<file path="src/rtl/ami_pkg.sv">
// Shared types and constants for the AXI4 master interface (ami).
// Bus widths, burst/response encodings, error flag positions and the FSM state type.
package ami_pkg;

  localparam int AXI_DW     = 128;
  localparam int AXI_AW     = 40;
  localparam int AXI_IW     = 8;
  localparam int AXI_LW     = 8;
  localparam int AXI_SW     = 3;
  localparam int AXI_BYTES  = AXI_DW / 8;
  localparam int AXI_WSTRBW = AXI_BYTES;

  localparam logic [AXI_SW-1:0] MAX_SIZE = AXI_SW'($clog2(AXI_BYTES));

  localparam logic [1:0] BURST_INCR  = 2'b01;
  localparam logic [1:0] RESP_OKAY   = 2'b00;
  localparam logic [1:0] RESP_EXOKAY = 2'b01;
  localparam logic [1:0] RESP_SLVERR = 2'b10;
  localparam logic [1:0] RESP_DECERR = 2'b11;

  localparam int ERR_CHK  = 0;
  localparam int ERR_ID   = 1;
  localparam int ERR_LAST = 2;

  typedef enum logic [2:0] {
    S_IDLE,
    S_CHK,
    S_AW,
    S_W,
    S_B,
    S_AR,
    S_R,
    S_DONE
  } state_e;

  function automatic logic [1:0] resp_max(input logic [1:0] a, input logic [1:0] b);
    return (a > b) ? a : b;
  endfunction

endpackage

</file>
<file path="src/rtl/ami_if.sv">
// AXI4 link between the ami initiator and a slave.
// The master modport is the ami side; the slave modport is the fabric/target side.
interface ami_if import ami_pkg::*; ();

  logic [AXI_IW-1:0]     AWID;
  logic [AXI_AW-1:0]     AWADDR;
  logic [AXI_LW-1:0]     AWLEN;
  logic [AXI_SW-1:0]     AWSIZE;
  logic [1:0]            AWBURST;
  logic [3:0]            AWCACHE;
  logic [2:0]            AWPROT;
  logic [3:0]            AWQOS;
  logic [3:0]            AWREGION;
  logic                  AWVALID;
  logic                  AWREADY;

  logic [AXI_DW-1:0]     WDATA;
  logic [AXI_WSTRBW-1:0] WSTRB;
  logic                  WLAST;
  logic                  WVALID;
  logic                  WREADY;

  logic [AXI_IW-1:0]     BID;
  logic [1:0]            BRESP;
  logic                  BVALID;
  logic                  BREADY;

  logic [AXI_IW-1:0]     ARID;
  logic [AXI_AW-1:0]     ARADDR;
  logic [AXI_LW-1:0]     ARLEN;
  logic [AXI_SW-1:0]     ARSIZE;
  logic [1:0]            ARBURST;
  logic [3:0]            ARCACHE;
  logic [2:0]            ARPROT;
  logic [3:0]            ARQOS;
  logic [3:0]            ARREGION;
  logic                  ARVALID;
  logic                  ARREADY;

  logic [AXI_IW-1:0]     RID;
  logic [AXI_DW-1:0]     RDATA;
  logic [1:0]            RRESP;
  logic                  RLAST;
  logic                  RVALID;
  logic                  RREADY;

  modport master (
    output AWID, AWADDR, AWLEN, AWSIZE, AWBURST, AWCACHE, AWPROT, AWQOS, AWREGION, AWVALID,
    input  AWREADY,
    output WDATA, WSTRB, WLAST, WVALID,
    input  WREADY,
    input  BID, BRESP, BVALID,
    output BREADY,
    output ARID, ARADDR, ARLEN, ARSIZE, ARBURST, ARCACHE, ARPROT, ARQOS, ARREGION, ARVALID,
    input  ARREADY,
    input  RID, RDATA, RRESP, RLAST, RVALID,
    output RREADY
  );

  modport slave (
    input  AWID, AWADDR, AWLEN, AWSIZE, AWBURST, AWCACHE, AWPROT, AWQOS, AWREGION, AWVALID,
    output AWREADY,
    input  WDATA, WSTRB, WLAST, WVALID,
    output WREADY,
    output BID, BRESP, BVALID,
    input  BREADY,
    input  ARID, ARADDR, ARLEN, ARSIZE, ARBURST, ARCACHE, ARPROT, ARQOS, ARREGION, ARVALID,
    output ARREADY,
    output RID, RDATA, RRESP, RLAST, RVALID,
    input  RREADY
  );

endinterface

</file>
<file path="src/rtl/ami_cmd_chk.sv">
// Combinational legality check for a captured burst command.
// Rejects bursts that cross a 4KB page or whose beat size exceeds the bus width.
module ami_cmd_chk import ami_pkg::*; (
  input  logic [11:0]       addr_lo_i,
  input  logic [AXI_LW-1:0] len_i,
  input  logic [AXI_SW-1:0] size_i,
  output logic              reject_o
);

  logic [12:0] bytes;
  logic [12:0] sum;

  // 13 bits hold 4095 + 4096 for every legal size; oversize beats are rejected anyway.
  always_comb begin
    bytes    = (13'(len_i) + 13'd1) << size_i;
    sum      = {1'b0, addr_lo_i} + bytes;
    reject_o = (size_i > MAX_SIZE) || (sum > 13'd4096);
  end

endmodule

</file>
<file path="src/rtl/ami.sv">
// AXI4 master interface: single-outstanding, in-order, INCR-only burst initiator.
// Takes one user command at a time, runs the AW/W/B or AR/R phases and reports one completion.
module ami import ami_pkg::*; (
  input  logic                  ACLK,
  input  logic                  ARESETn,
  ami_if.master                 axi,

  input  logic                  cmd_valid_i,
  output logic                  cmd_ready_o,
  input  logic                  cmd_write_i,
  input  logic [AXI_AW-1:0]     cmd_addr_i,
  input  logic [AXI_LW-1:0]     cmd_len_i,
  input  logic [AXI_SW-1:0]     cmd_size_i,
  input  logic [AXI_IW-1:0]     cmd_id_i,

  input  logic                  wd_valid_i,
  output logic                  wd_ready_o,
  input  logic [AXI_DW-1:0]     wd_data_i,
  input  logic [AXI_WSTRBW-1:0] wd_strb_i,

  output logic                  rd_valid_o,
  input  logic                  rd_ready_i,
  output logic [AXI_DW-1:0]     rd_data_o,
  output logic [1:0]            rd_resp_o,
  output logic                  rd_last_o,

  output logic                  done_valid_o,
  output logic                  done_write_o,
  output logic [1:0]            done_resp_o,
  output logic [2:0]            done_err_o
);

  state_e              state_q, state_d;
  logic                alive_q;
  logic                write_q;
  logic [AXI_AW-1:0]   addr_q;
  logic [AXI_LW-1:0]   len_q;
  logic [AXI_SW-1:0]   size_q;
  logic [AXI_IW-1:0]   id_q;
  logic [AXI_LW-1:0]   cnt_q, cnt_d;
  logic [1:0]          resp_q, resp_d;
  logic [2:0]          err_q, err_d;
  logic                reject;
  logic                cmd_fire;
  logic                last_beat;
  logic                in_w, in_r, in_done;

  ami_cmd_chk u_chk (
    .addr_lo_i (addr_q[11:0]),
    .len_i     (len_q),
    .size_i    (size_q),
    .reject_o  (reject)
  );

  // alive_q keeps cmd_ready low until the first clock after reset is released.
  assign cmd_fire  = (state_q == S_IDLE) && alive_q && cmd_valid_i;
  assign last_beat = (cnt_q == len_q);
  assign in_w      = (state_q == S_W);
  assign in_r      = (state_q == S_R);
  assign in_done   = (state_q == S_DONE);

  always_ff @(posedge ACLK or negedge ARESETn) begin
    if (!ARESETn) begin
      state_q <= S_IDLE;
      alive_q <= 1'b0;
      write_q <= 1'b0;
      addr_q  <= '0;
      len_q   <= '0;
      size_q  <= '0;
      id_q    <= '0;
      cnt_q   <= '0;
      resp_q  <= RESP_OKAY;
      err_q   <= '0;
    end else begin
      state_q <= state_d;
      alive_q <= 1'b1;
      cnt_q   <= cnt_d;
      resp_q  <= resp_d;
      err_q   <= err_d;
      if (cmd_fire) begin
        write_q <= cmd_write_i;
        addr_q  <= cmd_addr_i;
        len_q   <= cmd_len_i;
        size_q  <= cmd_size_i;
        id_q    <= cmd_id_i;
      end
    end
  end

  always_comb begin
    state_d      = state_q;
    cnt_d        = cnt_q;
    resp_d       = resp_q;
    err_d        = err_q;
    cmd_ready_o  = 1'b0;
    axi.AWVALID  = 1'b0;
    axi.WVALID   = 1'b0;
    wd_ready_o   = 1'b0;
    axi.BREADY   = 1'b0;
    axi.ARVALID  = 1'b0;
    axi.RREADY   = 1'b0;
    rd_valid_o   = 1'b0;
    done_valid_o = 1'b0;
    case (state_q)
      S_IDLE: begin
        cmd_ready_o = alive_q;
        if (cmd_fire) begin
          state_d = S_CHK;
          cnt_d   = '0;
          resp_d  = RESP_OKAY;
          err_d   = '0;
        end
      end
      S_CHK: begin
        if (reject) begin
          resp_d         = RESP_SLVERR;
          err_d[ERR_CHK] = 1'b1;
          state_d        = S_DONE;
        end else begin
          state_d = write_q ? S_AW : S_AR;
        end
      end
      S_AW: begin
        axi.AWVALID = 1'b1;
        if (axi.AWREADY) state_d = S_W;
      end
      S_W: begin
        axi.WVALID = wd_valid_i;
        wd_ready_o = axi.WREADY;
        if (wd_valid_i && axi.WREADY) begin
          cnt_d = cnt_q + 1'b1;
          if (last_beat) state_d = S_B;
        end
      end
      S_B: begin
        axi.BREADY = 1'b1;
        if (axi.BVALID) begin
          resp_d = axi.BRESP;
          if (axi.BID != id_q) err_d[ERR_ID] = 1'b1;
          state_d = S_DONE;
        end
      end
      S_AR: begin
        axi.ARVALID = 1'b1;
        if (axi.ARREADY) state_d = S_R;
      end
      S_R: begin
        axi.RREADY = rd_ready_i;
        rd_valid_o = axi.RVALID;
        if (axi.RVALID && rd_ready_i) begin
          resp_d = resp_max(resp_q, axi.RRESP);
          if (axi.RID != id_q) err_d[ERR_ID] = 1'b1;
          if (axi.RLAST != last_beat) err_d[ERR_LAST] = 1'b1;
          cnt_d = cnt_q + 1'b1;
          if (axi.RLAST || last_beat) state_d = S_DONE;
        end
      end
      S_DONE: begin
        done_valid_o = 1'b1;
        state_d      = S_IDLE;
      end
      default: state_d = S_IDLE;
    endcase
  end

  assign axi.AWID     = id_q;
  assign axi.AWADDR   = addr_q;
  assign axi.AWLEN    = len_q;
  assign axi.AWSIZE   = size_q;
  assign axi.AWBURST  = BURST_INCR;
  assign axi.AWCACHE  = '0;
  assign axi.AWPROT   = '0;
  assign axi.AWQOS    = '0;
  assign axi.AWREGION = '0;

  assign axi.ARID     = id_q;
  assign axi.ARADDR   = addr_q;
  assign axi.ARLEN    = len_q;
  assign axi.ARSIZE   = size_q;
  assign axi.ARBURST  = BURST_INCR;
  assign axi.ARCACHE  = '0;
  assign axi.ARPROT   = '0;
  assign axi.ARQOS    = '0;
  assign axi.ARREGION = '0;

  // Data paths are gated by state so an abandoned burst leaves nothing on the outputs.
  assign axi.WDATA    = in_w ? wd_data_i : '0;
  assign axi.WSTRB    = in_w ? wd_strb_i : '0;
  assign axi.WLAST    = in_w && last_beat;

  assign rd_data_o    = in_r ? axi.RDATA : '0;
  assign rd_resp_o    = in_r ? axi.RRESP : '0;
  assign rd_last_o    = in_r && axi.RLAST;

  assign done_write_o = in_done && write_q;
  assign done_resp_o  = in_done ? resp_q : '0;
  assign done_err_o   = in_done ? err_q : '0;

endmodule

</file>
<file path="src/flat_wrapper.sv">
// flat-port wrapper written by rule: the top's interface ports become plain ports
module ami_flat import ami_pkg::*;
  (ACLK, ARESETn, cmd_valid_i, cmd_ready_o, cmd_write_i, cmd_addr_i, cmd_len_i, cmd_size_i, cmd_id_i, wd_valid_i, wd_ready_o, wd_data_i, wd_strb_i, rd_valid_o, rd_ready_i, rd_data_o, rd_resp_o, rd_last_o, done_valid_o, done_write_o, done_resp_o, done_err_o, axi_AWID, axi_AWADDR, axi_AWLEN, axi_AWSIZE, axi_AWBURST, axi_AWCACHE, axi_AWPROT, axi_AWQOS, axi_AWREGION, axi_AWVALID, axi_AWREADY, axi_WDATA, axi_WSTRB, axi_WLAST, axi_WVALID, axi_WREADY, axi_BID, axi_BRESP, axi_BVALID, axi_BREADY, axi_ARID, axi_ARADDR, axi_ARLEN, axi_ARSIZE, axi_ARBURST, axi_ARCACHE, axi_ARPROT, axi_ARQOS, axi_ARREGION, axi_ARVALID, axi_ARREADY, axi_RID, axi_RDATA, axi_RRESP, axi_RLAST, axi_RVALID, axi_RREADY);
  ami_if axi_i ();
  input  logic ACLK;
  input  logic ARESETn;
  input  logic cmd_valid_i;
  output logic cmd_ready_o;
  input  logic cmd_write_i;
  input  logic [AXI_AW-1:0] cmd_addr_i;
  input  logic [AXI_LW-1:0] cmd_len_i;
  input  logic [AXI_SW-1:0] cmd_size_i;
  input  logic [AXI_IW-1:0] cmd_id_i;
  input  logic wd_valid_i;
  output logic wd_ready_o;
  input  logic [AXI_DW-1:0] wd_data_i;
  input  logic [AXI_WSTRBW-1:0] wd_strb_i;
  output logic rd_valid_o;
  input  logic rd_ready_i;
  output logic [AXI_DW-1:0] rd_data_o;
  output logic [1:0] rd_resp_o;
  output logic rd_last_o;
  output logic done_valid_o;
  output logic done_write_o;
  output logic [1:0] done_resp_o;
  output logic [2:0] done_err_o;
  output wire logic [$bits(axi_i.AWID)-1:0] axi_AWID;
  output wire logic [$bits(axi_i.AWADDR)-1:0] axi_AWADDR;
  output wire logic [$bits(axi_i.AWLEN)-1:0] axi_AWLEN;
  output wire logic [$bits(axi_i.AWSIZE)-1:0] axi_AWSIZE;
  output wire logic [$bits(axi_i.AWBURST)-1:0] axi_AWBURST;
  output wire logic [$bits(axi_i.AWCACHE)-1:0] axi_AWCACHE;
  output wire logic [$bits(axi_i.AWPROT)-1:0] axi_AWPROT;
  output wire logic [$bits(axi_i.AWQOS)-1:0] axi_AWQOS;
  output wire logic [$bits(axi_i.AWREGION)-1:0] axi_AWREGION;
  output wire logic [$bits(axi_i.AWVALID)-1:0] axi_AWVALID;
  input wire logic [$bits(axi_i.AWREADY)-1:0] axi_AWREADY;
  output wire logic [$bits(axi_i.WDATA)-1:0] axi_WDATA;
  output wire logic [$bits(axi_i.WSTRB)-1:0] axi_WSTRB;
  output wire logic [$bits(axi_i.WLAST)-1:0] axi_WLAST;
  output wire logic [$bits(axi_i.WVALID)-1:0] axi_WVALID;
  input wire logic [$bits(axi_i.WREADY)-1:0] axi_WREADY;
  input wire logic [$bits(axi_i.BID)-1:0] axi_BID;
  input wire logic [$bits(axi_i.BRESP)-1:0] axi_BRESP;
  input wire logic [$bits(axi_i.BVALID)-1:0] axi_BVALID;
  output wire logic [$bits(axi_i.BREADY)-1:0] axi_BREADY;
  output wire logic [$bits(axi_i.ARID)-1:0] axi_ARID;
  output wire logic [$bits(axi_i.ARADDR)-1:0] axi_ARADDR;
  output wire logic [$bits(axi_i.ARLEN)-1:0] axi_ARLEN;
  output wire logic [$bits(axi_i.ARSIZE)-1:0] axi_ARSIZE;
  output wire logic [$bits(axi_i.ARBURST)-1:0] axi_ARBURST;
  output wire logic [$bits(axi_i.ARCACHE)-1:0] axi_ARCACHE;
  output wire logic [$bits(axi_i.ARPROT)-1:0] axi_ARPROT;
  output wire logic [$bits(axi_i.ARQOS)-1:0] axi_ARQOS;
  output wire logic [$bits(axi_i.ARREGION)-1:0] axi_ARREGION;
  output wire logic [$bits(axi_i.ARVALID)-1:0] axi_ARVALID;
  input wire logic [$bits(axi_i.ARREADY)-1:0] axi_ARREADY;
  input wire logic [$bits(axi_i.RID)-1:0] axi_RID;
  input wire logic [$bits(axi_i.RDATA)-1:0] axi_RDATA;
  input wire logic [$bits(axi_i.RRESP)-1:0] axi_RRESP;
  input wire logic [$bits(axi_i.RLAST)-1:0] axi_RLAST;
  input wire logic [$bits(axi_i.RVALID)-1:0] axi_RVALID;
  output wire logic [$bits(axi_i.RREADY)-1:0] axi_RREADY;
  assign axi_AWID = axi_i.AWID;
  assign axi_AWADDR = axi_i.AWADDR;
  assign axi_AWLEN = axi_i.AWLEN;
  assign axi_AWSIZE = axi_i.AWSIZE;
  assign axi_AWBURST = axi_i.AWBURST;
  assign axi_AWCACHE = axi_i.AWCACHE;
  assign axi_AWPROT = axi_i.AWPROT;
  assign axi_AWQOS = axi_i.AWQOS;
  assign axi_AWREGION = axi_i.AWREGION;
  assign axi_AWVALID = axi_i.AWVALID;
  assign axi_i.AWREADY = axi_AWREADY;
  assign axi_WDATA = axi_i.WDATA;
  assign axi_WSTRB = axi_i.WSTRB;
  assign axi_WLAST = axi_i.WLAST;
  assign axi_WVALID = axi_i.WVALID;
  assign axi_i.WREADY = axi_WREADY;
  assign axi_i.BID = axi_BID;
  assign axi_i.BRESP = axi_BRESP;
  assign axi_i.BVALID = axi_BVALID;
  assign axi_BREADY = axi_i.BREADY;
  assign axi_ARID = axi_i.ARID;
  assign axi_ARADDR = axi_i.ARADDR;
  assign axi_ARLEN = axi_i.ARLEN;
  assign axi_ARSIZE = axi_i.ARSIZE;
  assign axi_ARBURST = axi_i.ARBURST;
  assign axi_ARCACHE = axi_i.ARCACHE;
  assign axi_ARPROT = axi_i.ARPROT;
  assign axi_ARQOS = axi_i.ARQOS;
  assign axi_ARREGION = axi_i.ARREGION;
  assign axi_ARVALID = axi_i.ARVALID;
  assign axi_i.ARREADY = axi_ARREADY;
  assign axi_i.RID = axi_RID;
  assign axi_i.RDATA = axi_RDATA;
  assign axi_i.RRESP = axi_RRESP;
  assign axi_i.RLAST = axi_RLAST;
  assign axi_i.RVALID = axi_RVALID;
  assign axi_RREADY = axi_i.RREADY;
  ami u_core (.ACLK(ACLK), .ARESETn(ARESETn), .axi(axi_i), .cmd_valid_i(cmd_valid_i), .cmd_ready_o(cmd_ready_o), .cmd_write_i(cmd_write_i), .cmd_addr_i(cmd_addr_i), .cmd_len_i(cmd_len_i), .cmd_size_i(cmd_size_i), .cmd_id_i(cmd_id_i), .wd_valid_i(wd_valid_i), .wd_ready_o(wd_ready_o), .wd_data_i(wd_data_i), .wd_strb_i(wd_strb_i), .rd_valid_o(rd_valid_o), .rd_ready_i(rd_ready_i), .rd_data_o(rd_data_o), .rd_resp_o(rd_resp_o), .rd_last_o(rd_last_o), .done_valid_o(done_valid_o), .done_write_o(done_write_o), .done_resp_o(done_resp_o), .done_err_o(done_err_o));
endmodule
</file>
<file path="config.mk">
export PLATFORM = sky130hd
export DESIGN_NAME = ami_flat
export DESIGN_NICKNAME = d
export VERILOG_FILES = /design/src/rtl/ami_pkg.sv /design/src/rtl/ami_if.sv /design/src/rtl/ami_cmd_chk.sv /design/src/rtl/ami.sv /design/src/flat_wrapper.sv
export SDC_FILE = /design/constraint.sdc
export NUM_CORES = 1
export LEC_CHECK = 0
export BUFFER_PORTS_ARGS = -buffer_cell sky130_fd_sc_hd__buf_2
export CORE_AREA = 2 2 312 314
export CTS_CLUSTER_SIZE = 16
export DETAILED_ROUTE_END_ITERATION = 7
export DIE_AREA = 0 0 314 316
export PLACE_DENSITY = 0.32
export SLEW_MARGIN = 20
export SYNTH_ARGS = -nofsm -noshare
export SYNTH_HDL_FRONTEND = slang
export SYNTH_SLANG_ARGS = --single-unit
</file>
<file path="constraint.sdc">
create_clock -name ACLK -period 10 [get_ports ACLK]
set_clock_uncertainty 0.1 [all_clocks]
set_input_delay 0.5 -clock ACLK [delete_from_list [all_inputs] [get_ports ACLK]]
set_output_delay 0.5 -clock ACLK [all_outputs]
set_load 0.01 [all_outputs]
</file>
==> results.yml <==
finish:
  fillerInstances: 11200
  drive_gt1_frac: 0.559
  final_common_cell: "buf_2"
  area_delta_synth_final_pct: 69.6
  nets: 1938
  post-route-util: 0.130
  fin_cells: 2867
  mostFrequentLayoutCells: "770 x buf_2, 284 x and2_1, 77 x dfrtp_1, 61 x mux2_2"
die:
  rows: 114
  start_util: 0.0768
  fp.dieH_um: 316
  pin_count: 806
  die_w_um: 314
  core-area_sq_mm: 0.0960
  die_area_sq_mm: 0.0992
clocking:
  path_clk_slew_ns: 0.09
  clock_path_buffers: 2
  clock_latency_ns: 0.40
  cts_tree: "built"
  cts_buffers: 9
  ctsResizeCount: 0
  hold_buffers: 0
  cts_root_buf: "clkbuf_16"
  cts.sinks: 77
  cts_htree_levels: 3
  post_cts_buffers: 0
placed_design:
  dpl.cell_count: 2821
  place.gp.congestion: 0.918
  dp_hpwl_um: 75400
  io_buffers: 771
flow_run:
  cap_violations: 0
critical_path:
  worstSetupStartpointType: "register"
  path_cells: "ha_1 -> and3_1 -> a21oi_1 -> o22ai_1 -> o21ai_0 -> nor2_1 -> a21oi_1 -> ha_1 -> inv_1 -> o22a_1 -> a2111oi_1 -> o22ai_1 -> a21oi_2 -> o21ai_1 -> a21o_1"
  cp_max_fo: 9
  crit_family: "compound AO/OA/AOI/OAI gates"
  max_stage_delay_ns: 0.60
  worst-path-buf-inv: 1
  critPathCaptureType: "register"
  cp.arrival_ns: 4.67
  slowest_stage: "a2111oi_1"
  cp_data_required_time_ns: 10.20
  critPathKind: "reg2reg"
sta:
  period_share: 0.447
  whs_ns: 0.00712
  fin_setup_tns_ns: 0
  worstMarginPinSlew_ns: 1.16
  slew_violations: 0
  slew_headroom: 0.222
  setup_violations: 0
  max_freq_mhz: 224
  rsz0062_at_grt: "no"
  min_period_ns: 4.47
  hold_viol: 0
global_routing:
  antenna_found_initial: 89
  grt_pass1_wl_um: 101000
  overflow: 0
  grt_pass1_vias: 8881
  grt_max_degree: 77
  grtUsageTotal: 0.161
synthesis:
  synth-warning-count: 0
  synthFlopType: "dfrtp_1"
  synth_area_sq_mm: 0.00738
  ys_async_sr_fraction: 1.00
  synthCells: 883
  ys_types: 69
  synth_edf_count: 0
  seq_area_frac_synth: 0.261
  postSynthAreaPerCell_sq_um: 8.35
  ys_seq_elements: 77
min_path:
  hold_class: "in2async"
drt:
  first_iter_violations: 700
  drc: 0
  vias_per_cell: 3.23
  via_count: 9254
  drtAntennaViolNets: 0
  routed_wl_um: 83600
  drtPass1Iterations: 5
  wl_per_cell_um: 29.1
power:
  power.density_mw_per_mm2: 293
  vdd_drop_max_mv: 0.0882
  p_leak_uw: 0.00670
  power_uw: 3660
outcome:
  status: "finished, final reports clean"
-- cells in the mapped netlist, drive strengths merged, types with 3 or more instances --
| master | number | share of area |
|---|---|---|
| inv | 16 | 0.0085 |
| nand4 | 8 | 0.0068 |
| clkbuf | 43 | 0.023 |
| o21ai | 31 | 0.021 |
| mux2 | 62 | 0.095 |
| or2 | 3 | 0.0025 |
| nand3b | 3 | 0.0031 |
| nor3 | 11 | 0.0081 |
| mux2i | 10 | 0.014 |
| o22ai | 4 | 0.0034 |
| and2 | 284 | 0.24 |
| dfrtp | 77 | 0.26 |
| nor3b | 3 | 0.0031 |
| a211oi | 5 | 0.0051 |
| a21oi | 26 | 0.018 |
| a31oi | 4 | 0.0034 |
| nor2 | 37 | 0.019 |
| nand2 | 29 | 0.015 |
| xor2 | 17 | 0.020 |
| nor2b | 6 | 0.0051 |
| and3 | 5 | 0.0042 |
| o211ai | 4 | 0.0041 |
| nand3 | 16 | 0.011 |
| buf | 105 | 0.10 |
| xnor2 | 17 | 0.020 |
| ha | 17 | 0.029 |
-- path summary, 6_finish.rpt --
path,start,endpoint,slack [ns],cells past startpoint
max in group asynchronous,ARESETn,u_core.axi.ARADDR[32],8.70,2
min in group ACLK,cmd_valid_i,u_core.err_q[1],0.20,2
setup reg to reg,u_core.axi.ARLEN[0],u_core.resp_q[0],5.53,15
setup / recovery,u_core.axi.ARLEN[0],u_core.resp_q[0],5.53,15
hold / removal,ARESETn,u_core.axi.ARADDR[36],0.007,1
hold reg to reg,u_core.resp_q[0],u_core.resp_q[0],0.42,1
-- kinds of logic after synthesis --
| family | after synthesis | synth area share |
|---|---|---|
| simple gates | 414 | 0.330 |
| xor+xnor | 34 | 0.0404 |
| flops | 77 | 0.261 |
| fa+ha+maj | 18 | 0.0315 |
| mux | 72 | 0.108 |
| other cells | 2 | 0.00102 |
| compound gates | 100 | 0.0892 |
| buf+inv | 166 | 0.138 |
-- through the flow --
stage	setup slack, ns	instance area, sq um
after global routing	5.11	12400
final	5.53	12500
after global placement	5.43	12100
after detailed placement	5.47	12100
after floorplan	6.29	7500
after CTS	5.45	12400
-- flip-flops by register name, indices dropped and copies added (netlist names) --
register           cells
u_core.write_q         1
u_core.state_q         3
u_core.axi.ARID        8
u_core.alive_q         1
u_core.axi.ARLEN       8
u_core.err_q           3
u_core.cnt_q           8
u_core.axi.ARADDR     40
u_core.resp_q          2
u_core.axi.ARSIZE      3
-- report_power, final --
| group | leakage [uW] | internal, uW | switching (uW) |
|---|---|---|---|
| combinational | 0.00559 | 996 | 1550 |
| clock | 0.000159 | 223 | 190 |
| sequential | 0.000947 | 455 | 251 |
-- final cells by class --
cell class / count / area (sq um) / area share
Multi-Input combinational cell: 673 / 4580 / 0.366
Antenna cell: 29 / 72.6 / 0.00580
Timing Repair Buffer: 779 / 3940 / 0.315
Tap cell: 1276 / 1600 / 0.128
Inverter: 17 / 67.6 / 0.00540
Clock inverter: 7 / 105 / 0.00840
Clock buffer: 9 / 225 / 0.0180
Sequential cell: 77 / 1930 / 0.154
-- layer usage --
| metal | GRT usage | vias to the layer above | wire length (um) |
|---|---|---|---|
| li1 | - | 4174 | - |
| met1 | 0.186 | 4366 | 32000 |
| met2 | 0.276 | 510 | 41300 |
| met3 | 0.0680 | 152 | 8010 |
| met4 | 0.0366 | 52 | 1870 |
| met5 | 0 | - | 336 |
Note: power is estimated with default switching activity, not from simulation.
